<file path="src/rtl/bn_out_serializer.sv">
// Serializes a packed vector of FP16 elements from the Bn output into a
// valid/ready element stream, highest lane first.
//   clk         : rising-edge clock
//   reset       : synchronous active-low reset
//   in_vec      : packed input vector, lane i at [DATA_WIDTH*(i+1)-1 : DATA_WIDTH*i]
//   in_valid    : in_vec holds a valid vector
//   in_ready    : vector accepted this cycle (combinational)
//   out_data    : current serial element
//   out_valid   : out_data is valid
//   out_ready   : downstream accepts out_data
//   out_idx     : lane number of out_data
//   out_last    : out_data is lane 0 of the vector (combinational)
//   out_special : out_data exponent is all ones, Inf or NaN (combinational)
//   vec_count   : fully emitted vectors, wraps modulo 2^16
module bn_out_serializer #(
  parameter int unsigned DATA_WIDTH = 16,
  parameter int unsigned size       = 4,
  parameter int unsigned IDX_W      = 2
) (
  input  logic                       clk,
  input  logic                       reset,
  input  logic [DATA_WIDTH*size-1:0] in_vec,
  input  logic                       in_valid,
  output logic                       in_ready,
  output logic [DATA_WIDTH-1:0]      out_data,
  output logic                       out_valid,
  input  logic                       out_ready,
  output logic [IDX_W-1:0]           out_idx,
  output logic                       out_last,
  output logic                       out_special,
  output logic [15:0]                vec_count
);

  localparam int unsigned      VEC_W   = DATA_WIDTH * size;
  localparam logic [IDX_W-1:0] TOP_IDX = IDX_W'(size - 1);

  typedef enum logic {
    IDLE = 1'b0,
    SEND = 1'b1
  } state_t;

  state_t           state;
  logic [VEC_W-1:0] hold;
  logic             in_xfer;
  logic             el_xfer;

  // Extract one element from a packed vector.
  function automatic logic [DATA_WIDTH-1:0] lane(input logic [VEC_W-1:0] v,
                                                 input logic [IDX_W-1:0] i);
    return v[DATA_WIDTH*32'(i) +: DATA_WIDTH];
  endfunction

  // Handshake decode; a new vector may enter on the same edge the last
  // element leaves, so back-to-back vectors stream without a bubble.
  assign out_last    = (state == SEND) && (out_idx == '0);
  assign el_xfer     = out_valid & out_ready;
  assign in_ready    = reset & ((state == IDLE) | (out_last & el_xfer));
  assign in_xfer     = in_valid & in_ready;
  assign out_special = out_valid & (out_data[14:10] == 5'h1F);

  // Serializer FSM with registered element outputs.
  always_ff @(posedge clk) begin
    if (!reset) begin
      state     <= IDLE;
      hold      <= '0;
      out_valid <= 1'b0;
      out_idx   <= '0;
      out_data  <= '0;
      vec_count <= 16'd0;
    end else begin
      case (state)
        IDLE: begin
          if (in_xfer) begin
            hold      <= in_vec;
            out_data  <= lane(in_vec, TOP_IDX);
            out_idx   <= TOP_IDX;
            out_valid <= 1'b1;
            state     <= SEND;
          end
        end
        SEND: begin
          if (el_xfer) begin
            if (out_last) begin
              vec_count <= vec_count + 16'd1;
              if (in_xfer) begin
                hold     <= in_vec;
                out_data <= lane(in_vec, TOP_IDX);
                out_idx  <= TOP_IDX;
              end else begin
                state     <= IDLE;
                out_valid <= 1'b0;
                out_idx   <= '0;
                out_data  <= '0;
              end
            end else begin
              out_idx  <= IDX_W'(out_idx - 1'b1);
              out_data <= lane(hold, IDX_W'(out_idx - 1'b1));
            end
          end
        end
      endcase
    end
  end

endmodule

</file>
<file path="config.mk">
export PLATFORM = sky130hd
export DESIGN_NAME = bn_out_serializer
export DESIGN_NICKNAME = d
export VERILOG_FILES = /design/src/rtl/bn_out_serializer.sv
export SDC_FILE = /design/constraint.sdc
export NUM_CORES = 1
export LEC_CHECK = 0
export ABC_AREA = 1
export ABC_CLOCK_PERIOD_IN_PS = 4600
export BUFFER_PORTS_ARGS = -buffer_cell sky130_fd_sc_hd__buf_4
export CAP_MARGIN = 20
export CORE_AREA = 2 2 100 102
export CTS_BUF_LIST = sky130_fd_sc_hd__clkbuf_2 sky130_fd_sc_hd__clkbuf_4 sky130_fd_sc_hd__clkbuf_8
export CTS_CLUSTER_DIAMETER = 100
export DETAILED_ROUTE_END_ITERATION = 8
export DIE_AREA = 0 0 102 104
export PLACE_DENSITY = 0.73
export REMOVE_ABC_BUFFERS = 1
export SYNTH_ARGS = -nofsm -noshare
export SYNTH_HDL_FRONTEND = slang
export SYNTH_SLANG_ARGS = --single-unit
export TNS_END_PERCENT = 5
</file>
<file path="constraint.sdc">
create_clock -name clk -period 4.6 [get_ports clk]
set_input_delay 0.92 -clock clk [delete_from_list [all_inputs] [get_ports clk]]
set_output_delay 0.92 -clock clk [all_outputs]
set_load 0.05 [all_outputs]
</file>
==> out/results.txt, run 1 <==
For this run, the total global-route usage over all layers was measured as 24.5%. The logs give 12.3 ps for the final worst clock skew and 0 for the count of hold buffers inserted by post-cts repair. After detailed routing, the average wire length per cell comes to 14.4 µm.

VDD sags by at most 0.188 mV. The average vias per placed instance is 5.41, and the summed negative setup slack over all endpoints is 0 ps. Number of DRC markers in iteration 0: 330.

Data required time of the worst path: 3680 ps. Sorting the synthesized cells by area gives the leading types as dfxtp_1 (43%), nand3_1 (19%), nand2_1 (14%). The depth of the most critical reg-to-reg path came out at 10. The number of pins exceeding their max-slew limit in the final report came out at 0. The highest fanout seen on the critical path is 18, and the global-route congestion overflow total is 0. In this run the post-CTS setup repair buffer count came out at 0. The worst hold path endpoint was hold[54]. The region available for standard cell placement spans 9550 µm².

The later pin in the worst-skew pair is clocked with a latency of 370 ps. Detailed placement ended at an HPWL of 8040 µm. Clock tree synthesis found a total of 100 sinks. The worst hold path begins at hold[54]. The clock period minus worst slack is 3200 ps. For the relative contribution of the clock network to total power, the log shows 33.5%. Once the floorplan was initialized, standard cells occupied 48.4% of the core. For this run, the leading register cell type out of synthesis is dfxtp_1. Max-cap violations in this run came to 0. The cell repeated most along the worst path is nand2_2. The repair_antennas step left the layout with diodes totalling 0. Across all register-to-register paths, the minimum setup slack is 1740 ps. In the synthesized netlist, the number of instances is 682. Walking the worst path, the cells encountered are inv_1 > ha_1 > nand2_2 > clkinv_2 > nand2_2 > nand2_4 > inv_2 > nor2_4 > buf_4. The share of the Yosys chip area taken by registers is 43.3%. The number of input and output port buffers inserted is 105.

The tools report the wire length of the first global-routing pass as 21000 µm. The relative contribution of combinational cells to total power is 17.4%, and the count of vias placed by the detailed router is 4831. The relative contribution of sequential cells to total power was 49.0%. Startpoint kind of the worst setup timing path: a flop. Power spent charging and discharging nets: 0.000557 W. The critical path is of the flop to output pin type.

The setup slack of the critical path after layout is 1400 ps, and the share of synthesized registers carrying an async set or reset is 0%. For the pin with the worst max-slew slack, the measured transition is 968 ps. Of all cell types, the one taking the most synthesized area is dfxtp_1.

OpenSTA, run right after detailed placement, puts the worst setup slack at 1610 ps. The weighted congestion reported at the end of routability-driven placement was 0.873; the number of levels in the clock H-tree was 3. Number of stages on the worst hold path: 2. After clock tree synthesis, the clock-pin slew on the worst setup and hold paths is 100 ps. The logs give 4541 for the via count of the first global-routing pass and 0 for the number of DRC violations after detailed routing. The top-area cell type share of the netlist area came out at 43.3%.

The logs give 10600 µm² for the die footprint and 35.4% for the worst slew margin relative to its limit. Setup repair after global routing left no endpoint under its margin. Yosys printed 0 warnings. In this run the count of I/O pins placed on the die edge is 106. Net switching is 28.9% of the power.

The floorplan step set the die height to 104 µm. The cell sitting at the root of the clock tree is a clkbuf_8. The detail route stage leaves a number of antenna-violating nets equal to 0. The synthesized flop and latch total is 100.

The logs give 0.00137 W for the design internal power and 2.48 nW for the leakage component of the power. The endpoint identified for the worst register-to-register timing path is hold[52]. The post-route clock period utilization came out at 69.6%. After synthesis, the most frequently instantiated cells are nand2_1 (177), nand3_1 (171), dfxtp_1 (100). Gates resized during post-CTS repair numbered 0.

Setup violations remaining at the end of the flow were counted as 0. For this design, the slowest cell found on the critical path is dfxtp_1. Summing every instance area after synthesis gives 4630 µm². STA classifies the critical path endpoint as an output pin. Counting distinct cell types in the post-synthesis netlist gives 25.

The launch point of the worst reg-to-reg path was out_idx[1]. The number of antenna violations at the first check in global routing was 0; the arrival time of the worst setup path was 2280 ps. In this run the deepest clock path goes through 2 buffers. Dividing the synthesized area by the synthesized cell count gives 6.78 µm². The first TritonRoute pass finished after 5 iterations. The filler cells instantiated in the layout total 929.

In this run the core area contains 36 standard-cell rows. Power spread over the standard cell area amounts to 341 nW/µm². The logs give 12900 µm for the final routed wirelength across all metal layers and 9 for the clock buffer count from CTS.

The net total in the final layout was 825. Cells with a size suffix above 1 make up 18.0% of the layout. Timing would allow up to 0.312 GHz. nand2_1 is the most common cell in the netlist. The tools report the maximum number of pins on one net before global-route repair as 68. The final hold violation count was 0. In this run, synthesis inferred 0 flip-flops with an integrated enable. The die is 102 µm wide. The run finished with clean final reports. Class of the tightest hold or removal check: flop to flop. The area growth from synthesis to final layout works out to 22.0%. TritonCTS built the clock tree.

In this design, the stage delay of the slowest critical-path cell is 400 ps.
## final cells by class
type / count / area, µm² / area share, %
multi-input combinational: 510 / 2310 / 41.0
clock inverter: 5 / 82.6 / 1.46
tap: 133 / 166 / 2.95
timing repair buffer: 111 / 841 / 14.9
sequential: 100 / 2000 / 35.5
clock buffer: 11 / 151 / 2.68
inverter: 23 / 87.6 / 1.55
## cell families after synthesis
family / count (synthesis) / synth area share (%)
buffers and inverters: 72 / 6.76
and+or+nand+nor: 452 / 43.2
adders and majority gates: 2 / 0.541
xor gates and xnor gates: 1 / 0.189
AOI/OAI and AO/OA: 55 / 6.00
DFF: 100 / 43.3
## worst max-delay path: cells and delay by family (launching register included)
family	cells	cell delay [ps]
fa+ha+maj	1	210
buf+inv	4	580
flops	1	400
simple gates	4	720
## worst max-delay path by stage
| stage | slack (ps) | depth (start not counted) | from | endpoint |
|---|---|---|---|---|
| 6_report | 1400 | 9 | out_idx[1] | in_ready |
| 5_1_grt | 1300 | 9 | out_idx[1] | in_ready |
| 4_1_cts | 1420 | 9 | out_idx[1] | in_ready |
| 3_5_place_dp | 1610 | 5 | in_valid | hold[52] |
| 3_3_place_gp | 1660 | 5 | in_valid | hold[49] |
| 2_1_floorplan | 400 | 8 | out_idx[0] | in_ready |
## cell usage in the layout (no fill, tap or decap), types with 11 or more instances in the layout
| cell | n |
|---|---|
| nand4_1 | 22 |
| inv_1 | 19 |
| buf_4 | 110 |
| nand2_1 | 177 |
| nor2_1 | 74 |
| o21ai_0 | 24 |
| nand3_1 | 171 |
| dfxtp_1 | 100 |
| a21oi_1 | 30 |
| clkbuf_8 | 11 |
## through the flow
step	area, µm²	hold WS (ps)	cells	utilization, %	total power (W)
2_1_floorplan	4400	441	633	-	0.00115
3_3_place_gp	5390	449	876	56.5	0.00129
3_5_place_dp	5390	455	876	56.5	0.00130
4_1_cts	5630	467	892	58.9	0.00193
5_1_grt	5640	485	893	59.1	0.00201
6_report	5640	466	893	59.1	0.00193
## per-layer routing
| layer | global-route usage [%] | up-vias | part of all wire, % |
|---|---|---|---|
| met1 | 32.5 | 2218 | 43 |
| met2 | 40.2 | 173 | 48 |
| met5 | 0 | - | 0 |
| li1 | - | 2415 | - |
| met3 | 3.76 | 25 | 6.5 |
| met4 | 8.48 | 0 | 2.1 |
## state kept, by name, indices dropped and copies added (netlist names)
signal	flops
hold	64
out_data	16
out_idx	2
out_valid	1
state	1
vec_count	16
## power by group through the flow
stage | Clock (W) | Combinational (W) | Sequential (W)
after global placement | 0 | 0.000325 | 0.000962
after detailed placement | 0 | 0.000333 | 0.000963
after CTS | 0.000653 | 0.000333 | 0.000944
after global routing | 0.000689 | 0.000367 | 0.000949
after floorplan | 0 | 0.000144 | 0.00100
final | 0.000646 | 0.000335 | 0.000944
(Power assumes the default switching activity.)
==> run 2: changes to the inputs <==
- ABC_AREA: 1 -> 0
- ABC_CLOCK_PERIOD_IN_PS: 4600 -> 3000
- CORE_AREA: 2 2 100 102 -> 2 2 96 98
- DIE_AREA: 0 0 102 104 -> 0 0 98 100
- PLACE_DENSITY: 0.73 -> 0.74
- clock period: 4.6 -> 3 ns (I/O delays scaled with it)
==> run 2 against run 1 <==
Net effect:
- critical path depth is 4 lower
- clock power is 50% higher
- core utilization is 1.2 points higher
- clock skew is 2.0 ps lower
- combinational power is 38% higher
- critical path type unchanged
- largest cell class unchanged
- largest power group unchanged
==> out/results.txt, run 2 <==
The final worst clock skew is 10.3 ps, and the detailed placement HPWL is 6750 µm. The depth of the most critical reg-to-reg path is 6. Summed over its instances, the top area cell type makes up 46.7% of the synthesized netlist area.

The die is 100 µm tall. Walking the worst path, the cells encountered are inv_1 > ha_1 > nand3_1 > a21oi_1 > buf_4. Dividing the detail-routed wire length by the instance count gives 14.6 µm.

Setup repair after global routing left no endpoint under its margin. Highest fanout seen on the critical path: 8. For flop-to-flop paths, the worst setup slack is 950 ps. Final routed wirelength across all metal layers: 10600 µm. In this run the deepest clock path goes through 2 buffers. The tightest hold margin was 419 ps; the XOR/XNOR share of the synthesized area was 1.63%.

Dividing the detail-routed via count by the number of cells gives 5.36. Setup slack of the critical path after layout: 694 ps. The logs give 3687 for the via count of the first global-routing pass and 48.2% for the initial standard-cell utilization of the core. The mapped netlist covers 4290 µm². STA classifies the critical path endpoint as an output pin. The number of antenna violations at the first check in global routing is 0, and the arithmetic-cell share of the synthesized area counting full adders, half adders and majority gates is 0.583%. In the final design database the tool counted 680 nets.

The master of the slowest instance on the critical path is dfxtp_1. Of all flip-flops after synthesis, the portion carrying an async set or reset was 0%. STA puts the critical path data arrival time at 1710 ps.

Counting instances, the worst hold path has a depth of 3. The antenna diode count was 0. Summed over all instances, the cell type with the most area after synthesis is dfxtp_1. The number of DRC markers in iteration 0 is 142. Leakage component of the power: 2.38 nW. Of the available clock period, the critical path in the final layout requires 76.9%.

The worst hold path endpoint is hold[31]. Die footprint: 9800 µm². By instance count, the leading cell after synthesis is nand2_1.

Compared with the post-synthesis result, the final layout area differs by 25.0%. The clock period minus worst slack is 2310 ps, and the count of vias placed by the detailed router is 3892. In this run the remaining antenna-violating nets after routing total 0. Final-report setup violation count: 0. The top cell types in the final layout, fill and taps aside, are nand2_1 (156), buf_4 (113), dfxtp_1 (99).

The share of cells above drive strength 1 is 27.8%. The largest registers in the layout are hold x64, out_data x16, vec_count x16. Post-route total power: 0.00288 W. The cell area power density works out to 538 nW/µm². The tools report the peak supply drop as 0.255 mV. The launch point of the worst reg-to-reg path was out_idx[1]. In this run, CTS created clock tree buffers numbering 9. Sorting the synthesized cells by area gives the leading types as dfxtp_1 (47%), nand2_1 (14%), mux2_2 (7.9%). In this design, the stage delay of the slowest critical-path cell is 330 ps. The endpoint identified for the worst register-to-register timing path is out_data[0]. In this run the post-CTS setup repair buffer count came out at 0. The clock tree synthesis step divided the H-tree into 3 levels. The synthesized netlist devotes 12.3% of its cell area to compound gates. The number of rows in the core area is 35, and the global-route congestion overflow total is 0.

The critical path in this run is classified as flop to output pin. Routability-driven placement finished with a final weighted congestion of 0.805. For this run, the leading register cell type out of synthesis is dfxtp_1. Clock tree synthesis found a total of 100 sinks. Basic-gate share of the synthesized area counting and, or, nand and nor cells: 25.3%. During synthesis, Yosys emitted a total of 0 warnings. The synthesized design contains 0 enable-type register cells.

The worst setup path is launched from a flop. The register with the most flip-flops in the layout has 64 of them. Yosys mapped the design onto 44 distinct sky130hd cell types. The region available for standard cell placement spans 8890 µm². The worst-margin pin slew is 709 ps.

The tools report the start point of the worst min-delay path as in_vec[31]. The class of the tightest hold or removal check was input pin to flop. In this run the tightest slew margin relative to its limit is 52.7%.

The mean instance size in the synthesized netlist came out at 8.20 µm². Cell count after synthesis: 523. Timing analysis after detailed placement gives a worst setup slack of 720 ps. Static timing analysis puts the maximum clock frequency at 0.434 GHz. The die width is 98 µm, and the number of input and output port buffers inserted is 105. Wire length of the first global-routing pass: 17600 µm. Number of pins exceeding their max-slew limit in the final report: 0. The synthesized flop and latch total works out to 100. Counting flops per register, the top entry is hold.

For the total track usage, the log shows 21.8%. In the final timing run, aggregate negative setup slack is 0 ps. The logs give 0 for the count of maximum capacitance violations and 0 for the number of instances resized during post-cts repair.

Sorting the synthesized cells by how often they occur yields nand2_1 (156), dfxtp_1 (100), nand3_1 (55). The data required time of the worst path was 2400 ps; the post-placement cell area was 5110 µm². During I/O placement, the number of pins put on the boundary was 106. Clock latency on the worst-skew pair, taken at its later pin, is 350 ps. The most common cell after layout, fill and taps aside was nand2_1. Entering global routing, the biggest net connects 69 pins. TritonCTS built the clock tree.

Count of hold buffers inserted by post-cts repair: 0. The flow ran to the end, and the final reports show no timing, DRC or antenna violations. Number of DRC violations after detailed routing: 0.

In the synthesized netlist, mux cells make up 8.63% of the area. The count of TritonRoute iterations in the first routing pass is 5, and the proportion of synthesized chip area in sequential cells is 46.7%. The clock transition at the registers of the reported paths was 100 ps; the number of buffers and inverters on the critical path was 2. The final cell area excluding filler cells is 5360 µm².

The kind of cell adding the most delay to the critical path was flip-flops. The tree is rooted in a clkbuf_8. For the final hold violation count, the log shows 0. The dominant combinational cell family by area after synthesis is simple AND/OR/NAND/NOR gates.
run 2: changes by cell type after synthesis, sizes merged, moves of 4 or more:
cell / before / now
a31oi: 0 / 16
nand2: 180 / 156
mux2: 0 / 30
a22oi: 0 / 15
and4: 0 / 4
nand3: 172 / 55
nor2: 76 / 10
inv: 22 / 6
xor2: 1 / 5
clkbuf: 25 / 13
nand4: 22 / 5
or3: 0 / 4
run 2: kinds of logic (layout without fill, tap and decap cells):
| group | after synthesis | after routing |
|---|---|---|
| flip-flops | 100 | 100 |
| AO/OA/AOI/OAI | 89 | 89 |
| XOR/XNOR | 8 | 8 |
| AND/OR/NAND/NOR | 247 | 247 |
| buffers and inverters | 45 | 137 |
| multiplexers | 32 | 32 |
| adder cells (fa/ha/maj) | 2 | 2 |
run 2: cell type report:
cell class,instances,area (µm²)
clock buffer,11,145
clock inverter,5,82.6
fill,812,3530
tap,111,139
sequential,100,2000
inverter,7,26.3
timing repair buffer,114,868
multi-input combinational,378,2100
run 2: metrics by stage:
| stage | util (%) | std cells |
|---|---|---|
| 5_1_grt | 60.3 | 726 |
| 4_1_cts | 60.1 | 725 |
| 6_report | 60.3 | 726 |
| 3_3_place_gp | 57.5 | 709 |
| 3_5_place_dp | 57.5 | 709 |
| 2_1_floorplan | - | 485 |
run 2: report_power, final:
| part | internal, W | switching (W) | total [W] | leakage, nW |
|---|---|---|---|---|
| sequential | 0.00141 | 0.0000486 | 0.00145 | 0.819 |
| combinational | 0.000189 | 0.000273 | 0.000462 | 1.44 |
| clock | 0.000507 | 0.000461 | 0.000968 | 0.118 |
| total | 0.00210 | 0.000783 | 0.00288 | 2.38 |
run 2: routing by layer:
layer | track usage [%] | wire (µm) | vias to the layer above
met5 | 0 | 0 | -
met4 | 7.48 | 65 | 0
met3 | 2.44 | 500 | 5
met2 | 37.9 | 5400 | 113
met1 | 28.5 | 4650 | 1807
li1 | - | - | 1967
run 2: worst max-delay path by stage:
stage,startpoint,depth (start not counted),to
floorplan,out_idx[0],6,hold[48]
global placement,out_ready,5,hold[56]
detailed placement,out_ready,5,hold[52]
CTS,out_idx[1],5,in_ready
global route,out_idx[0],5,in_ready
finish,out_idx[1],5,in_ready
run 2: tightest hold or removal path: stages:
cell and delay, ps:
buf_4 80, nand2_1 40, nand2_1 40
==> run 3: changes to the inputs <==
- ABC_CLOCK_PERIOD_IN_PS: 3000 -> 2400
- clock period: 3 -> 2.4 ns (I/O delays scaled with it)
==> run 3 against run 2 <==
Net effect:
- sequential share of layout area barely moved
- sequential cell count unchanged
- core utilization barely moved
- clock power is 21% higher
- highest routed layer unchanged
- largest cell class unchanged
==> out/results.txt, run 3 (same netlist as run 2, synthesis figures left out) <==
The worst path needs 2230 ps of the cycle, external delays included. Launch point of the worst reg-to-reg path: out_idx[1]. Once detail routing completed, the nets flagged for antenna violations numbered 0. The clock buffer count from CTS was 9. The post-route netlist has 28.2% of its cells at a drive strength greater than 1. The logs give 0 for the count of hold buffers inserted by post-cts repair and 3654 for the via count of the first global-routing pass. The count of vias placed by the detailed router is 3917, and the worst-margin pin slew is 716 ps. The number of DRC violations after detailed routing was 0.

Leaving out fill and tap cells, the most frequent cell in the layout is nand2_1. Dividing the detail-routed wire length by the instance count gives 14.6 µm. The number of stages on the worst hold path works out to 3. The wire-length estimate of the detail-placed layout is 7110 µm. The highest layer touched by signal routing is met4. Port buffering added 105 buffers. The floorplan die height was 100 µm; the timing-limited maximum frequency was 0.449 GHz.

For this design the static power due to leakage is 2.38 nW. Measured in cells, the most critical reg-to-reg path has a length of 6. Of the total power, the share spent switching nets is 27.3%. The worst path uses 92.7% of the clock period. The routed design has 10600 µm of wire.

Global routing consumed, over all layers together, 21.4% of the routing resources. The data required time of the worst path is 1920 ps. The final hold violation count was 0; the die width was 98 µm. Summing all multi-input logic gate instances after layout gives 2100 µm². CTS built an H-tree with a depth of 3. The tools report the final core utilization as 60.3%. From synthesis to final layout, the design area changed by 25.0%. After the first detailed-routing iteration, the DRC count stood at 172.

For the arrival time of the worst setup path, the log shows 1750 ps. The tools report the number of primary I/O pins as 106. The number of gates resized after CTS was 0.

The floorplan step defined a die boundary enclosing 9800 µm². The path with the worst hold slack has its endpoint at hold[1]. The number of sinks on the clock net came out at 100. The tree is rooted in a clkbuf_8. The largest registers in the layout are hold x64, out_data x16, vec_count x16. Largest buffer count on any clock path: 2. The logs give 2000 µm² for the sequential cell area and 0 for the number of antenna violations at the first check in global routing. Of the total power, the clock network draws 32.9%.

The cell area power density works out to 666 nW/µm². In this run the critical register-to-register path is captured at out_data[13]. Buffers added to address setup during post-CTS repair amount to 0.

The clock transition at the registers of the reported paths is 100 ps, and the pre-CTS setup slack is 403 ps. At the end of routability-driven placement, the weighted congestion stood at 0.836. The run finished with clean final reports. Peak supply drop: 0.290 mV.

The min-delay analysis places its worst path in the category input pin to flop. The relative contribution of sequential cells to total power was 50.9%; the net total in the final layout was 683. For the number of pins exceeding their max-slew limit in the final report, the log shows 0. The register bank with the most flops was hold.

Leaving out fill and tap cells, the most frequent cells in the layout are nand2_1 (156), buf_4 (117), dfxtp_1 (99). For the reg-to-reg setup timing slack, the log shows 340 ps. The analysis attributes to net switching a power of 0.000973 W.

The maximum number of pins on one net before global-route repair is 51. The routed metal-1 wirelength came out at 4540 µm. In this run the tightest slew margin relative to its limit is 52.3%. For the worst-skew pair, the clock arrives at the later sink with an insertion delay of 360 ps.

The register with the most flip-flops in the layout has 64 of them. STA classifies the critical path startpoint as a flop. The highest fanout seen on the critical path is 8. The area of the core region is 8890 µm², and the met2 routed wirelength is 5260 µm. The start point of the worst min-delay path is in_vec[1].

After detailed routing, the number of vias per cell comes to 5.37. The global-route congestion overflow total came out at 0. Initial standard-cell utilization of the core: 48.2%. The design internal power is 0.00260 W. The critical path is of the flop to output pin type. TritonCTS built the clock tree.

The count of TritonRoute iterations in the first routing pass was 5. The critical path capture point type is an output pin. The first global-routing pass estimated 17200 µm of wire.

The tool flagged a number of max-cap violations equal to 0. The final-report setup violation count is 0, and the tightest hold margin is 295 ps. The number of rows in the core area came out at 35. 0 antenna diodes ended up in the layout. The logs give 12.5 ps for the final worst clock skew and 175 ps for the setup slack of the critical path after layout.

Relative contribution of combinational cells to total power: 16.3%. Setup repair after global routing left no endpoint under its margin. After detailed routing, the met3 layer carries 607 µm of wire. Layout filler cell count: 811.
run 3: cell types whose count changed in the layout (fill, tap and decap cells not counted):
cell | before | now
clkinv_2 | 1 | 2
clkbuf_8 | 10 | 9
inv_6 | 2 | 1
clkinv_4 | 0 | 1
buf_4 | 113 | 117
buf_12 | 1 | 0
run 3: how the worst max path moves through the flow:
stage,start,slack [ps],to,depth (start not counted)
final,out_idx[1],170,in_ready,5
after global routing,out_idx[1],30,in_ready,5
after CTS,out_idx[1],160,in_ready,5
after detailed placement,out_idx[1],400,out_data[13],6
after global placement,out_idx[1],480,out_data[14],6
after floorplan,out_idx[0],-930,hold[48],6
run 3: layout make-up:
class,count,area share [%]
multi-input combinational,378,39.1
sequential,100,37.4
timing repair buffer,117,16.4
tap,111,2.59
clock buffer,10,2.45
clock inverter,6,1.63
inverter,7,0.490
run 3: through the flow:
| step | area, µm² | setup TNS [ps] | std cells | total power (W) |
|---|---|---|---|---|
| finish | 5360 | 0 | 729 | 0.00357 |
| global route | 5360 | 0 | 729 | 0.00372 |
| CTS | 5360 | 0 | 729 | 0.00360 |
| detailed placement | 5140 | 0 | 713 | 0.00244 |
| global placement | 5140 | 0 | 713 | 0.00242 |
| floorplan | 4110 | -63740 | 485 | 0.00218 |
run 3: per-layer routing:
metal  track usage (%)  vias to the layer above
met2              36.4                      117
met3              2.37                       19
met4              10.1                        0
li1                  -                     1983
met1              27.3                     1798
met5                 0                        -
run 3: power groups by stage:
stage / clock (W) / sequential, W / combinational [W]
2_1_floorplan: 0 / 0.00194 / 0.000235
3_3_place_gp: 0 / 0.00185 / 0.000575
3_5_place_dp: 0 / 0.00185 / 0.000586
4_1_cts: 0.00120 / 0.00181 / 0.000587
5_1_grt: 0.00126 / 0.00183 / 0.000630
6_report: 0.00117 / 0.00181 / 0.000582
run 3: critical path: stages (launching register included):
cell and delay, ps:
dfxtp_1 340, inv_1 60, ha_1 290, nand3_1 250, a21oi_1 220, buf_4 220
